$ cat src/rtl/vector_alu_sequencer_if.sv
// Bundle of command, ALU-control and response signals between the sequencer and its environment.
interface vector_alu_sequencer_if #(
  parameter int BITS = 8,
  parameter int N    = 4
);
  logic                cmd_valid;
  logic                cmd_ready;
  logic [2:0]          cmd_op;
  logic                cmd_scalar_sel;
  logic [BITS-1:0]     cmd_scalar;
  logic [2:0]          op_sel;
  logic                scalar_sel;
  logic [BITS-1:0]     scalar;
  logic                set;
  logic                en;
  logic [N*BITS-1:0]   S_in;
  logic [7:0]          S_len_in;
  logic                rsp_valid;
  logic                rsp_ready;
  logic [N*BITS-1:0]   rsp_data;
  logic [7:0]          rsp_len;
  logic                busy;
  logic [15:0]         done_count;

  modport master (
    output cmd_valid, cmd_op, cmd_scalar_sel, cmd_scalar, S_in, S_len_in, rsp_ready,
    input  cmd_ready, op_sel, scalar_sel, scalar, set, en, rsp_valid, rsp_data, rsp_len,
           busy, done_count
  );

  modport slave (
    input  cmd_valid, cmd_op, cmd_scalar_sel, cmd_scalar, S_in, S_len_in, rsp_ready,
    output cmd_ready, op_sel, scalar_sel, scalar, set, en, rsp_valid, rsp_data, rsp_len,
           busy, done_count
  );
endinterface

$ cat src/rtl/vector_alu_sequencer.sv
// Queues ALU commands, issues each as a one-cycle set pulse, waits ALU_LAT cycles and
// holds the captured result until the consumer accepts it; throughput one op per ALU_LAT+2 cycles.
module vector_alu_sequencer #(
  parameter int BITS    = 8,
  parameter int N       = 4,
  parameter int QDEPTH  = 4,
  parameter int ALU_LAT = 1
) (
  input logic                 clk,
  input logic                 rst,
  vector_alu_sequencer_if.slave bus
);
  localparam int             PW       = $clog2(QDEPTH);
  localparam logic [PW:0]    L_QDEPTH = (PW+1)'(QDEPTH);
  localparam logic [3:0]     L_LAT_M1 = 4'(ALU_LAT - 1);

  typedef enum logic [1:0] {IDLE, ISSUE, WAIT, RESP} state_t;

  state_t              r_state;
  logic [2:0]          r_fifo_op [QDEPTH];
  logic                r_fifo_ss [QDEPTH];
  logic [BITS-1:0]     r_fifo_sc [QDEPTH];
  logic [PW-1:0]       r_wr_ptr;
  logic [PW-1:0]       r_rd_ptr;
  logic [PW:0]         r_count;
  logic [3:0]          r_wait_cnt;
  logic [2:0]          r_op_sel;
  logic                r_scalar_sel;
  logic [BITS-1:0]     r_scalar;
  logic                r_set;
  logic                r_en;
  logic                r_rsp_valid;
  logic [N*BITS-1:0]   r_rsp_data;
  logic [7:0]          r_rsp_len;
  logic [15:0]         r_done_count;

  logic w_empty;
  logic w_hs;
  logic w_pop;
  logic w_push;

  assign w_empty = (r_count == '0);
  assign w_hs    = (r_state == RESP) && bus.rsp_ready;
  assign w_pop   = !w_empty && ((r_state == IDLE) || w_hs);
  // A pop in the same cycle frees the slot, so a full queue can still take a push.
  assign bus.cmd_ready = (r_count < L_QDEPTH) || w_pop;
  assign w_push  = bus.cmd_valid && bus.cmd_ready;

  always_ff @(posedge clk) begin
    if (w_push) begin
      r_fifo_op[r_wr_ptr] <= bus.cmd_op;
      r_fifo_ss[r_wr_ptr] <= bus.cmd_scalar_sel;
      r_fifo_sc[r_wr_ptr] <= bus.cmd_scalar;
    end
  end

  always_ff @(posedge clk or posedge rst) begin
    if (rst) begin
      r_wr_ptr <= '0;
      r_rd_ptr <= '0;
      r_count  <= '0;
    end else begin
      if (w_push) r_wr_ptr <= r_wr_ptr + 1'b1;
      if (w_pop)  r_rd_ptr <= r_rd_ptr + 1'b1;
      case ({w_push, w_pop})
        2'b10:   r_count <= r_count + 1'b1;
        2'b01:   r_count <= r_count - 1'b1;
        default: r_count <= r_count;
      endcase
    end
  end

  always_ff @(posedge clk or posedge rst) begin
    if (rst) begin
      r_state      <= IDLE;
      r_wait_cnt   <= '0;
      r_op_sel     <= '0;
      r_scalar_sel <= 1'b0;
      r_scalar     <= '0;
      r_set        <= 1'b0;
      r_en         <= 1'b0;
      r_rsp_valid  <= 1'b0;
      r_rsp_data   <= '0;
      r_rsp_len    <= '0;
      r_done_count <= '0;
    end else begin
      case (r_state)
        IDLE: begin
          if (w_pop) begin
            r_op_sel     <= r_fifo_op[r_rd_ptr];
            r_scalar_sel <= r_fifo_ss[r_rd_ptr];
            r_scalar     <= r_fifo_sc[r_rd_ptr];
            r_set        <= 1'b1;
            r_en         <= 1'b1;
            r_state      <= ISSUE;
          end
        end
        ISSUE: begin
          r_set      <= 1'b0;
          r_wait_cnt <= L_LAT_M1;
          r_state    <= WAIT;
        end
        WAIT: begin
          if (r_wait_cnt == 4'd0) begin
            r_rsp_data  <= bus.S_in;
            r_rsp_len   <= bus.S_len_in;
            r_rsp_valid <= 1'b1;
            r_state     <= RESP;
          end else begin
            r_wait_cnt <= r_wait_cnt - 4'd1;
          end
        end
        RESP: begin
          if (bus.rsp_ready) begin
            r_rsp_valid <= 1'b0;
            if (r_done_count != 16'hFFFF) r_done_count <= r_done_count + 16'd1;
            if (w_pop) begin
              r_op_sel     <= r_fifo_op[r_rd_ptr];
              r_scalar_sel <= r_fifo_ss[r_rd_ptr];
              r_scalar     <= r_fifo_sc[r_rd_ptr];
              r_set        <= 1'b1;
              r_state      <= ISSUE;
            end else begin
              r_state <= IDLE;
            end
          end
        end
        default: r_state <= IDLE;
      endcase
    end
  end

  assign bus.op_sel     = r_op_sel;
  assign bus.scalar_sel = r_scalar_sel;
  assign bus.scalar     = r_scalar;
  assign bus.set        = r_set;
  assign bus.en         = r_en;
  assign bus.rsp_valid  = r_rsp_valid;
  assign bus.rsp_data   = r_rsp_data;
  assign bus.rsp_len    = r_rsp_len;
  assign bus.done_count = r_done_count;
  assign bus.busy       = (r_state != IDLE) || !w_empty;
endmodule

$ cat src/flat_wrapper.sv
// flat-port wrapper written by rule: the top's interface ports become plain ports
module vector_alu_sequencer_flat 
#(
  parameter int BITS    = 8,
  parameter int N       = 4,
  parameter int QDEPTH  = 4,
  parameter int ALU_LAT = 1
)
  (clk, rst, bus_cmd_valid, bus_cmd_op, bus_cmd_scalar_sel, bus_cmd_scalar, bus_S_in, bus_S_len_in, bus_rsp_ready, bus_cmd_ready, bus_op_sel, bus_scalar_sel, bus_scalar, bus_set, bus_en, bus_rsp_valid, bus_rsp_data, bus_rsp_len, bus_busy, bus_done_count);
  vector_alu_sequencer_if #(.BITS(BITS), .N(N)) bus_i ();
  input logic clk;
  input logic rst;
  input wire logic [$bits(bus_i.cmd_valid)-1:0] bus_cmd_valid;
  input wire logic [$bits(bus_i.cmd_op)-1:0] bus_cmd_op;
  input wire logic [$bits(bus_i.cmd_scalar_sel)-1:0] bus_cmd_scalar_sel;
  input wire logic [$bits(bus_i.cmd_scalar)-1:0] bus_cmd_scalar;
  input wire logic [$bits(bus_i.S_in)-1:0] bus_S_in;
  input wire logic [$bits(bus_i.S_len_in)-1:0] bus_S_len_in;
  input wire logic [$bits(bus_i.rsp_ready)-1:0] bus_rsp_ready;
  output wire logic [$bits(bus_i.cmd_ready)-1:0] bus_cmd_ready;
  output wire logic [$bits(bus_i.op_sel)-1:0] bus_op_sel;
  output wire logic [$bits(bus_i.scalar_sel)-1:0] bus_scalar_sel;
  output wire logic [$bits(bus_i.scalar)-1:0] bus_scalar;
  output wire logic [$bits(bus_i.set)-1:0] bus_set;
  output wire logic [$bits(bus_i.en)-1:0] bus_en;
  output wire logic [$bits(bus_i.rsp_valid)-1:0] bus_rsp_valid;
  output wire logic [$bits(bus_i.rsp_data)-1:0] bus_rsp_data;
  output wire logic [$bits(bus_i.rsp_len)-1:0] bus_rsp_len;
  output wire logic [$bits(bus_i.busy)-1:0] bus_busy;
  output wire logic [$bits(bus_i.done_count)-1:0] bus_done_count;
  assign bus_i.cmd_valid = bus_cmd_valid;
  assign bus_i.cmd_op = bus_cmd_op;
  assign bus_i.cmd_scalar_sel = bus_cmd_scalar_sel;
  assign bus_i.cmd_scalar = bus_cmd_scalar;
  assign bus_i.S_in = bus_S_in;
  assign bus_i.S_len_in = bus_S_len_in;
  assign bus_i.rsp_ready = bus_rsp_ready;
  assign bus_cmd_ready = bus_i.cmd_ready;
  assign bus_op_sel = bus_i.op_sel;
  assign bus_scalar_sel = bus_i.scalar_sel;
  assign bus_scalar = bus_i.scalar;
  assign bus_set = bus_i.set;
  assign bus_en = bus_i.en;
  assign bus_rsp_valid = bus_i.rsp_valid;
  assign bus_rsp_data = bus_i.rsp_data;
  assign bus_rsp_len = bus_i.rsp_len;
  assign bus_busy = bus_i.busy;
  assign bus_done_count = bus_i.done_count;
  vector_alu_sequencer #(.BITS(BITS), .N(N), .QDEPTH(QDEPTH), .ALU_LAT(ALU_LAT)) u_core (.clk(clk), .rst(rst), .bus(bus_i));
endmodule
$ cat config.mk
export PLATFORM = sky130hd
export DESIGN_NAME = vector_alu_sequencer_flat
export DESIGN_NICKNAME = d
export VERILOG_FILES = /design/src/rtl/vector_alu_sequencer_if.sv /design/src/rtl/vector_alu_sequencer.sv /design/src/flat_wrapper.sv
export SDC_FILE = /design/constraint.sdc
export NUM_CORES = 1
export LEC_CHECK = 0
export BUFFER_PORTS_ARGS = -buffer_cell sky130_fd_sc_hd__buf_2
export CORE_MARGIN = 2
export CORE_UTILIZATION = 46
export CTS_CLUSTER_SIZE = 10
export DETAILED_ROUTE_END_ITERATION = 8
export GPL_TIMING_DRIVEN = 0
export PLACE_DENSITY_LB_ADDON = 0.12
export SKIP_CTS_REPAIR_TIMING = 1
export SLEW_MARGIN = 20
export SYNTH_ARGS = -nofsm -noshare
export SYNTH_HDL_FRONTEND = slang
export SYNTH_SLANG_ARGS = --single-unit
$ cat constraint.sdc
create_clock -name clk -period 2.5 [get_ports clk]
set_clock_uncertainty 0.05 [all_clocks]
set_input_delay 0.25 -clock clk [delete_from_list [all_inputs] [get_ports clk]]
set_output_delay 0.25 -clock clk [all_outputs]
set_load 0.02 [all_outputs]
==> metrics.md, run 1 <==
| Metric | Value |
|---|---|
| Dpl cells | 607 |
| Clock Path Buffers | 2 |
| Pwr Total | 9.06 mW |
| Async SR Flop Fraction | 63.6% |
| Post-Synth XOR/XNOR Area | 3.41% |
| CTS Buf Count | 17 |
| Setup violations, final | 0 |
| Critical Path Start | u_core.r_state[0] |
| Startpoint of the worst-slack reg-to-reg timing path | u_core.r_state[0] |
| Area delta synth->final | 28.4% |
| Final period utilization | 92.9% |
| Delay of the slowest critical-path stage | 440 ps |
| Power Dens Cells | 1310 mW/mm^2 |
| Number of synthesized flops with an enable pin | 48 |
| Post-route setup slack | 178 ps |
| Status | finished, final reports clean |
| FP Rows | 39 |
| Crit path required time | 2740 ps |
| CP Launch Type | flop |
| Dpl ws | -136 ps |
| Unique masters post-synth | 42 |
| Clock Sinks | 132 |
| Final Non-Filler Cells | 647 |
| Final net count | 562 |
| Endpoint class of the critical path | flop |
| Post-Route Setup TNS | 0 ps |
| Slew @ Worst Pin | 689 ps |
| Synth area leaders | dfrtp_1 (39%), edfxtp_1 (27%), mux2_2 (11%) |
| Seq/Total Area, Yosys | 65.8% |
| Drt total wl | 9.94 mm |
| DRT Pass-1 Iters | 6 |
| Final Max Slew Viols | 0 |
| First-pass GRT wire length | 16.0 mm |
| Total number of vias | 3233 |
| Largest family of logic cells by synthesized area | multiplexers |
| Kind of critical path | flop to flop |
| Share of synthesized cell area in and, or, nand and nor gates | 6.18% |
| H-tree depth | 4 |
| CTS tree | done |
| Leakage dissipation | 3.08 nW |
| Clk_lat worst skew | 410 ps |
| Post-synth top area share | 39.0% |
| Period minus WS final | 2320 ps |
| Die area | 0.0126 mm^2 |
| DR vias/cell | 5.00 |
| Post-Syn Area | 0.00539 mm^2 |
| Syn nets | 406 |
| Maximum vdd drop | 0.734 mV |
| Initial antenna violation count | 0 |
| Initial Util | 47.2% |
| Port bufs | 128 |
| Post-route antenna net violation count | 0 |
| Critical Path End | u_core.r_count[2] |
| Vias in the first global route | 3129 |
| Synth Flop Type | dfrtp_1 |
| Mean Syn Cell Area | 16.1 um^2 |
| Max FO, Critical Path | 6 |
| RR Endpoint | u_core.r_count[2] |
| Peak Freq | 431 MHz |
| Slew headroom | 54.1% |
| Min-delay src | bus_cmd_scalar[6] |
| Critical Path AT | 2560 ps |
| Layout cells sized above 1 | 48.4% |
| Post-DP HPWL | 6.72 mm |
| Max cap viols | 0 |
| Diode count | 0 |
| Worst Hold Class | input port to flop |
| Adder-cell area share of the yosys netlist | 3.62% |
| Num ports | 129 |
| CP cell instances | inv_4 > ha_4 > a21oi_2 > nand2_2 > and2_4 > inv_1 > ha_1 > fa_1 > xnor2_1 > nor2_1 > xor2_1 |
| GR Util All Layers | 16.7% |
| Die span in y | 112 um |
| Core ar. | 0.0114 mm^2 |
| Synth Area in Compound Gates | 2.83% |
| Chip Width | 112 um |
| Worst R2R Setup Slack | 180 ps |
| Largest net degree at the start of global routing | 55 |
| Post-Synthesis Cells | 335 |
| Register clock-pin slew on the reported worst setup and hold paths | 50 ps |
| Slowest cell on crit path | dfrtp_1 |
| Unrepaired setup endpoints after global routing | false |
| Post-synth top area cell | dfrtp_1 |
| Iteration-0 DRC Markers | 149 |
| Root Driver | clkbuf_16 |
| Drt drc | 0 |
| Routability cong. | 0.718 |
| Final hold vios | 0 |
| Congestion Overflow GR | 0 |
| YS warnings | 0 |
| #FFs+latches synth | 132 |
| Mux cell area share after synthesis | 16.6% |
| Routed wire length per instance | 15.4 um |
| R2r worst-path depth | 11 |
layer usage:
metal	vias to the layer above	track usage (%)	part of all wire [%]
met5	-	0	0
met4	0	7.07	1.3
met3	11	5.89	5.0
met2	88	25.5	49
met1	1589	21.9	45
li1	1545	-	-
power breakdown:
part / leakage [nW] / internal [mW] / switching (mW) / total [mW]
clock network: 0.272 / 1.48 / 0.861 / 2.34
registers: 1.46 / 3.00 / 0.379 / 3.38
logic: 1.35 / 1.53 / 1.81 / 3.34
layout make-up:
type / instances / area [um^2]
tap: 143 / 179
inverter: 13 / 53.8
multi-input combinational: 182 / 1790
fill: 921 / 4500
sequential: 132 / 3540
clock inverter: 11 / 111
clock buffer: 21 / 450
buffer: 8 / 38.8
timing repair buffer: 137 / 748
state kept, by name (all words and copies together), names as in the netlist, 4 cells and up:
| signal | count |
|---|---|
| u_core.bus.rsp_data | 32 |
| u_core.r_wait_cnt | 4 |
| u_core.r_fifo_sc | 32 |
| u_core.bus.scalar | 8 |
| u_core.bus.rsp_len | 8 |
| u_core.bus.done_count | 16 |
| u_core.r_fifo_ss | 4 |
| u_core.r_fifo_op | 12 |
stage by stage:
stage	util, %	hold slack (ps)	area [um^2]
floorplan	-	299	5390
global placement	54.4	410	6210
detailed placement	54.6	247	6240
CTS	59.6	-193	6800
global route	60.6	2.08	6920
finish	60.6	4.86	6920
cells in the final DEF (no fill, tap or decap), types with 2 or more instances in the layout:
cell type / synthesis / layout
buf_2: 7 / 135
dfrtp_1: 84 / 83
mux2_2: 52 / 52
edfxtp_1: 48 / 48
clkbuf_16: 0 / 17
xor2_1: 15 / 15
nor2_1: 12 / 12
mux4_2: 12 / 12
ha_1: 14 / 12
nand2_1: 12 / 11
inv_1: 13 / 10
dlygate4sd3_1: 0 / 8
and3_1: 7 / 7
nand3_1: 7 / 7
xnor2_1: 6 / 6
nand4_1: 5 / 5
a21oi_1: 6 / 5
clkbuf_1: 1 / 4
o21ai_0: 4 / 4
clkinv_2: 0 / 4
nor3_1: 3 / 3
nor4_1: 3 / 3
mux2_1: 2 / 2
inv_4: 0 / 2
ha_4: 0 / 2
clkinv_1: 0 / 2
clkinvlp_4: 0 / 2
bufinv_16: 0 / 2
cells in the mapped netlist (2+ instances only):
cell type and n:
dfrtp_1 84, mux2_2 52, edfxtp_1 48, xor2_1 15
ha_1 14, inv_1 13, mux4_2 12, nand2_1 12
nor2_1 12, and3_1 7, buf_2 7, nand3_1 7
a21oi_1 6, xnor2_1 6, nand4_1 5, o21ai_0 4
nor3_1 3, nor4_1 3, mux2_1 2
how the worst min path moves through the flow:
stage,endpoint,slack [ps],depth (start not counted)
finish,u_core.r_fifo_sc[3][6],5,1
global route,u_core.r_fifo_sc[0][5],2,1
CTS,u_core.bus.done_count[12],-190,2
detailed placement,u_core.bus.rsp_data[22],250,2
global placement,u_core.bus.en,410,1
floorplan,u_core.r_fifo_op[0][0],300,0
worst max-delay path, delay by kind of cell (launching register included):
kind | cells | cell delay, ps
AOI/OAI and AO/OA | 1 | 50
and+or+nand+nor | 3 | 350
DFF | 1 | 440
buffers and inverters | 2 | 160
adders and majority gates | 3 | 840
xor gates and xnor gates | 2 | 300
logic make-up (layout without fill, tap and decap cells):
kind of cell             Yosys count  count (layout)
AND/OR/NAND/NOR                   59              59
XOR/XNOR                          21              21
buffers and inverters             21             190
AO/OA/AOI/OAI                     20              20
flip-flops                       132             132
adder cells (fa/ha/maj)           15              15
multiplexers                      67              67
(Power assumes the default switching activity.)
==> run 2, diff against run 1 <==
--- a/config.mk
+++ b/config.mk
@@ -7,7 +7,7 @@
 export LEC_CHECK = 0
 export BUFFER_PORTS_ARGS = -buffer_cell sky130_fd_sc_hd__buf_2
 export CORE_MARGIN = 2
-export CORE_UTILIZATION = 46
+export CORE_UTILIZATION = 48
 export CTS_CLUSTER_SIZE = 10
 export DETAILED_ROUTE_END_ITERATION = 8
 export GPL_TIMING_DRIVEN = 0
==> run 2 against run 1 <==
  * Non-clock buffer count up 45
  * Fmax down 1.4%
  * Critical endpoint unchanged
  * Via count up 6.7%
  * Hold slack better by 58 ps
  * Clock power up 5%
  * Critical path type unchanged
  * Sequential share of layout area down 3.2 points
  * Critical path depth unchanged
  * Design area up 6.7%
  * Global-route usage up 0.82 points
  * Register-to-register slack worse by 30 ps
  * Core utilization up 7.2 points
  * Combinational power up 1%
==> metrics.md, run 2 (synthesized netlist as in run 1, its figures left out) <==
| Metric | Value |
|---|---|
| Status | finished, final reports clean |
| Total number of vias | 3451 |
| Startpoint of the worst-slack reg-to-reg timing path | u_core.r_state[0] |
| Endpoint class of the critical path | flop |
| Final hold vios | 0 |
| First-pass GRT wire length | 15.4 mm |
| GR Util All Layers | 17.5% |
| Fill cells | 786 |
| CTS tree | done |
| Global routing's busiest layer | met2 |
| Max cap viols | 0 |
| Initial Util | 49.5% |
| Num ports | 129 |
| Min-delay src | bus_cmd_valid |
| Drt drc | 0 |
| Setup violations, final | 0 |
| Kind of critical path | flop to flop |
| Maximum vdd drop | 0.623 mV |
| Chip Width | 110 um |
| Slew headroom | 55.7% |
| Routed wire length per instance | 15.1 um |
| GR met1 Demand/Resource | 20.3% |
| Crit path required time | 2850 ps |
| Register clock-pin slew on the reported worst setup and hold paths | 60 ps |
| Clk_lat worst skew | 510 ps |
| Final non-filler cell area | 0.00738 mm^2 |
| Final net count | 607 |
| Leakage dissipation | 3.27 nW |
| Peak Freq | 425 MHz |
| Slowest cell on crit path | fa_1 |
| Clock Sinks | 132 |
| Worst Hold Class | input port to flop |
| Commonest non-fill, non-tap cell in the layout | buf_2 |
| Final Max Slew Viols | 0 |
| Slew @ Worst Pin | 664 ps |
| Die area | 0.0121 mm^2 |
| DRT Pass-1 Iters | 5 |
| Core ar. | 0.0109 mm^2 |
| Port bufs | 128 |
| Final period utilization | 94.2% |
| Routability cong. | 0.765 |
| Most frequent cells in the layout | buf_2 (135), dfrtp_1 (83), dlygate4sd3_1 (53) |
| Max FO, Critical Path | 6 |
| Cell Area, Placed | 0.00623 mm^2 |
| Final hold slack | 62.6 ps |
| Diode count | 0 |
| Drt total wl | 10.4 mm |
| Die span in y | 110 um |
| Delay of the slowest critical-path stage | 450 ps |
| CTS Buf Count | 17 |
| H-tree depth | 4 |
| Final Non-Filler Cells | 689 |
| Critical Path AT | 2700 ps |
| Root Driver | clkbuf_8 |
| Power Dens Cells | 1250 mW/mm^2 |
| Congestion Overflow GR | 0 |
| DR vias/cell | 5.01 |
| CP Launch Type | flop |
| Dpl cells | 604 |
| Layout cells sized above 1 | 45.2% |
| Clock Path Buffers | 2 |
| Largest net degree at the start of global routing | 55 |
| Critical Path Start | u_core.r_state[0] |
| Post-route antenna net violation count | 0 |
| GR Util met3 | 5.57% |
| Vias in the first global route | 3318 |
| FP Rows | 38 |
| GRT met2 Usage | 30.0% |
| CP cell instances | inv_2 > ha_4 > a21oi_1 > nand2_2 > and2_4 > inv_1 > ha_1 > fa_1 > xnor2_1 > nor2_1 > xor2_1 |
| Final core utilization | 67.8% |
| Iteration-0 DRC Markers | 120 |
| Area delta synth->final | 37.0% |
| Post-DP HPWL | 6.98 mm |
| Period minus WS final | 2350 ps |
| Initial antenna violation count | 0 |
-- run 2: changes by cell type in the layout (fill, tap and decap cells not counted), moves of 2 or more --
cell,previous run,this run
clkinvlp_4,2,4
dlygate4sd3_1,8,53
clkinv_2,4,2
inv_6,0,2
clkbuf_1,4,1
clkinv_1,2,0
clkinv_4,1,4
-- run 2: worst paths after layout --
kind	slack [ps]	to	cells past startpoint
worst max-delay path	150	u_core.r_count[2]	11
min in group asynchronous	250	u_core.bus.op_sel[2]	3
worst min register to register	430	u_core.bus.en	1
max in group asynchronous	1530	u_core.bus.rsp_data[3]	4
worst max register to register	150	u_core.r_count[2]	11
worst min-delay path	60	u_core.r_wr_ptr[0]	3
-- run 2: per-stage QoR --
| stage | setup TNS, ps | power, mW | worst slack [ps] |
|---|---|---|---|
| 6_report | 0 | 9.23 | 145 |
| 5_1_grt | -3.50 | 9.79 | -3.50 |
| 4_1_cts | -172 | 9.26 | -140 |
| 3_5_place_dp | -120 | 6.76 | -116 |
| 3_3_place_gp | -89560 | 6.65 | -1070 |
| 2_1_floorplan | 0 | 5.74 | 6.66 |
-- run 2: power breakdown --
part           leakage [nW]  internal (mW)  switching [mW]
Clock                 0.281           1.52           0.931
Sequential             1.46           3.00           0.383
Combinational          1.53           1.56            1.83
Total                  3.27           6.08            3.14
-- run 2: area by class of cell --
| class | instances | area [um^2] | area share [%] |
|---|---|---|---|
| inverters | 13 | 51.3 | 0.695 |
| well taps | 140 | 175 | 2.37 |
| flip-flops and latches | 132 | 3540 | 48.0 |
| repair buffers | 182 | 1200 | 16.2 |
| clock inverters | 15 | 183 | 2.47 |
| clock buffers | 17 | 414 | 5.61 |
| multi-input cells | 182 | 1780 | 24.1 |
| plain buffers | 8 | 38.8 | 0.525 |
-- run 2: critical path: cells and delay by family, from the launching register on --
| kind | cells | cell delay, ps |
|---|---|---|
| xor gates and xnor gates | 2 | 310 |
| AOI/OAI and AO/OA | 1 | 60 |
| and+or+nand+nor | 3 | 360 |
| DFF | 1 | 410 |
| adders and majority gates | 3 | 860 |
| buffers and inverters | 2 | 190 |
-- run 2: metal layers --
metal | up-vias | wire (um)
met4 | 0 | 154
met2 | 92 | 5510
met1 | 1703 | 4290
met3 | 18 | 467
met5 | - | 0
li1 | 1638 | -
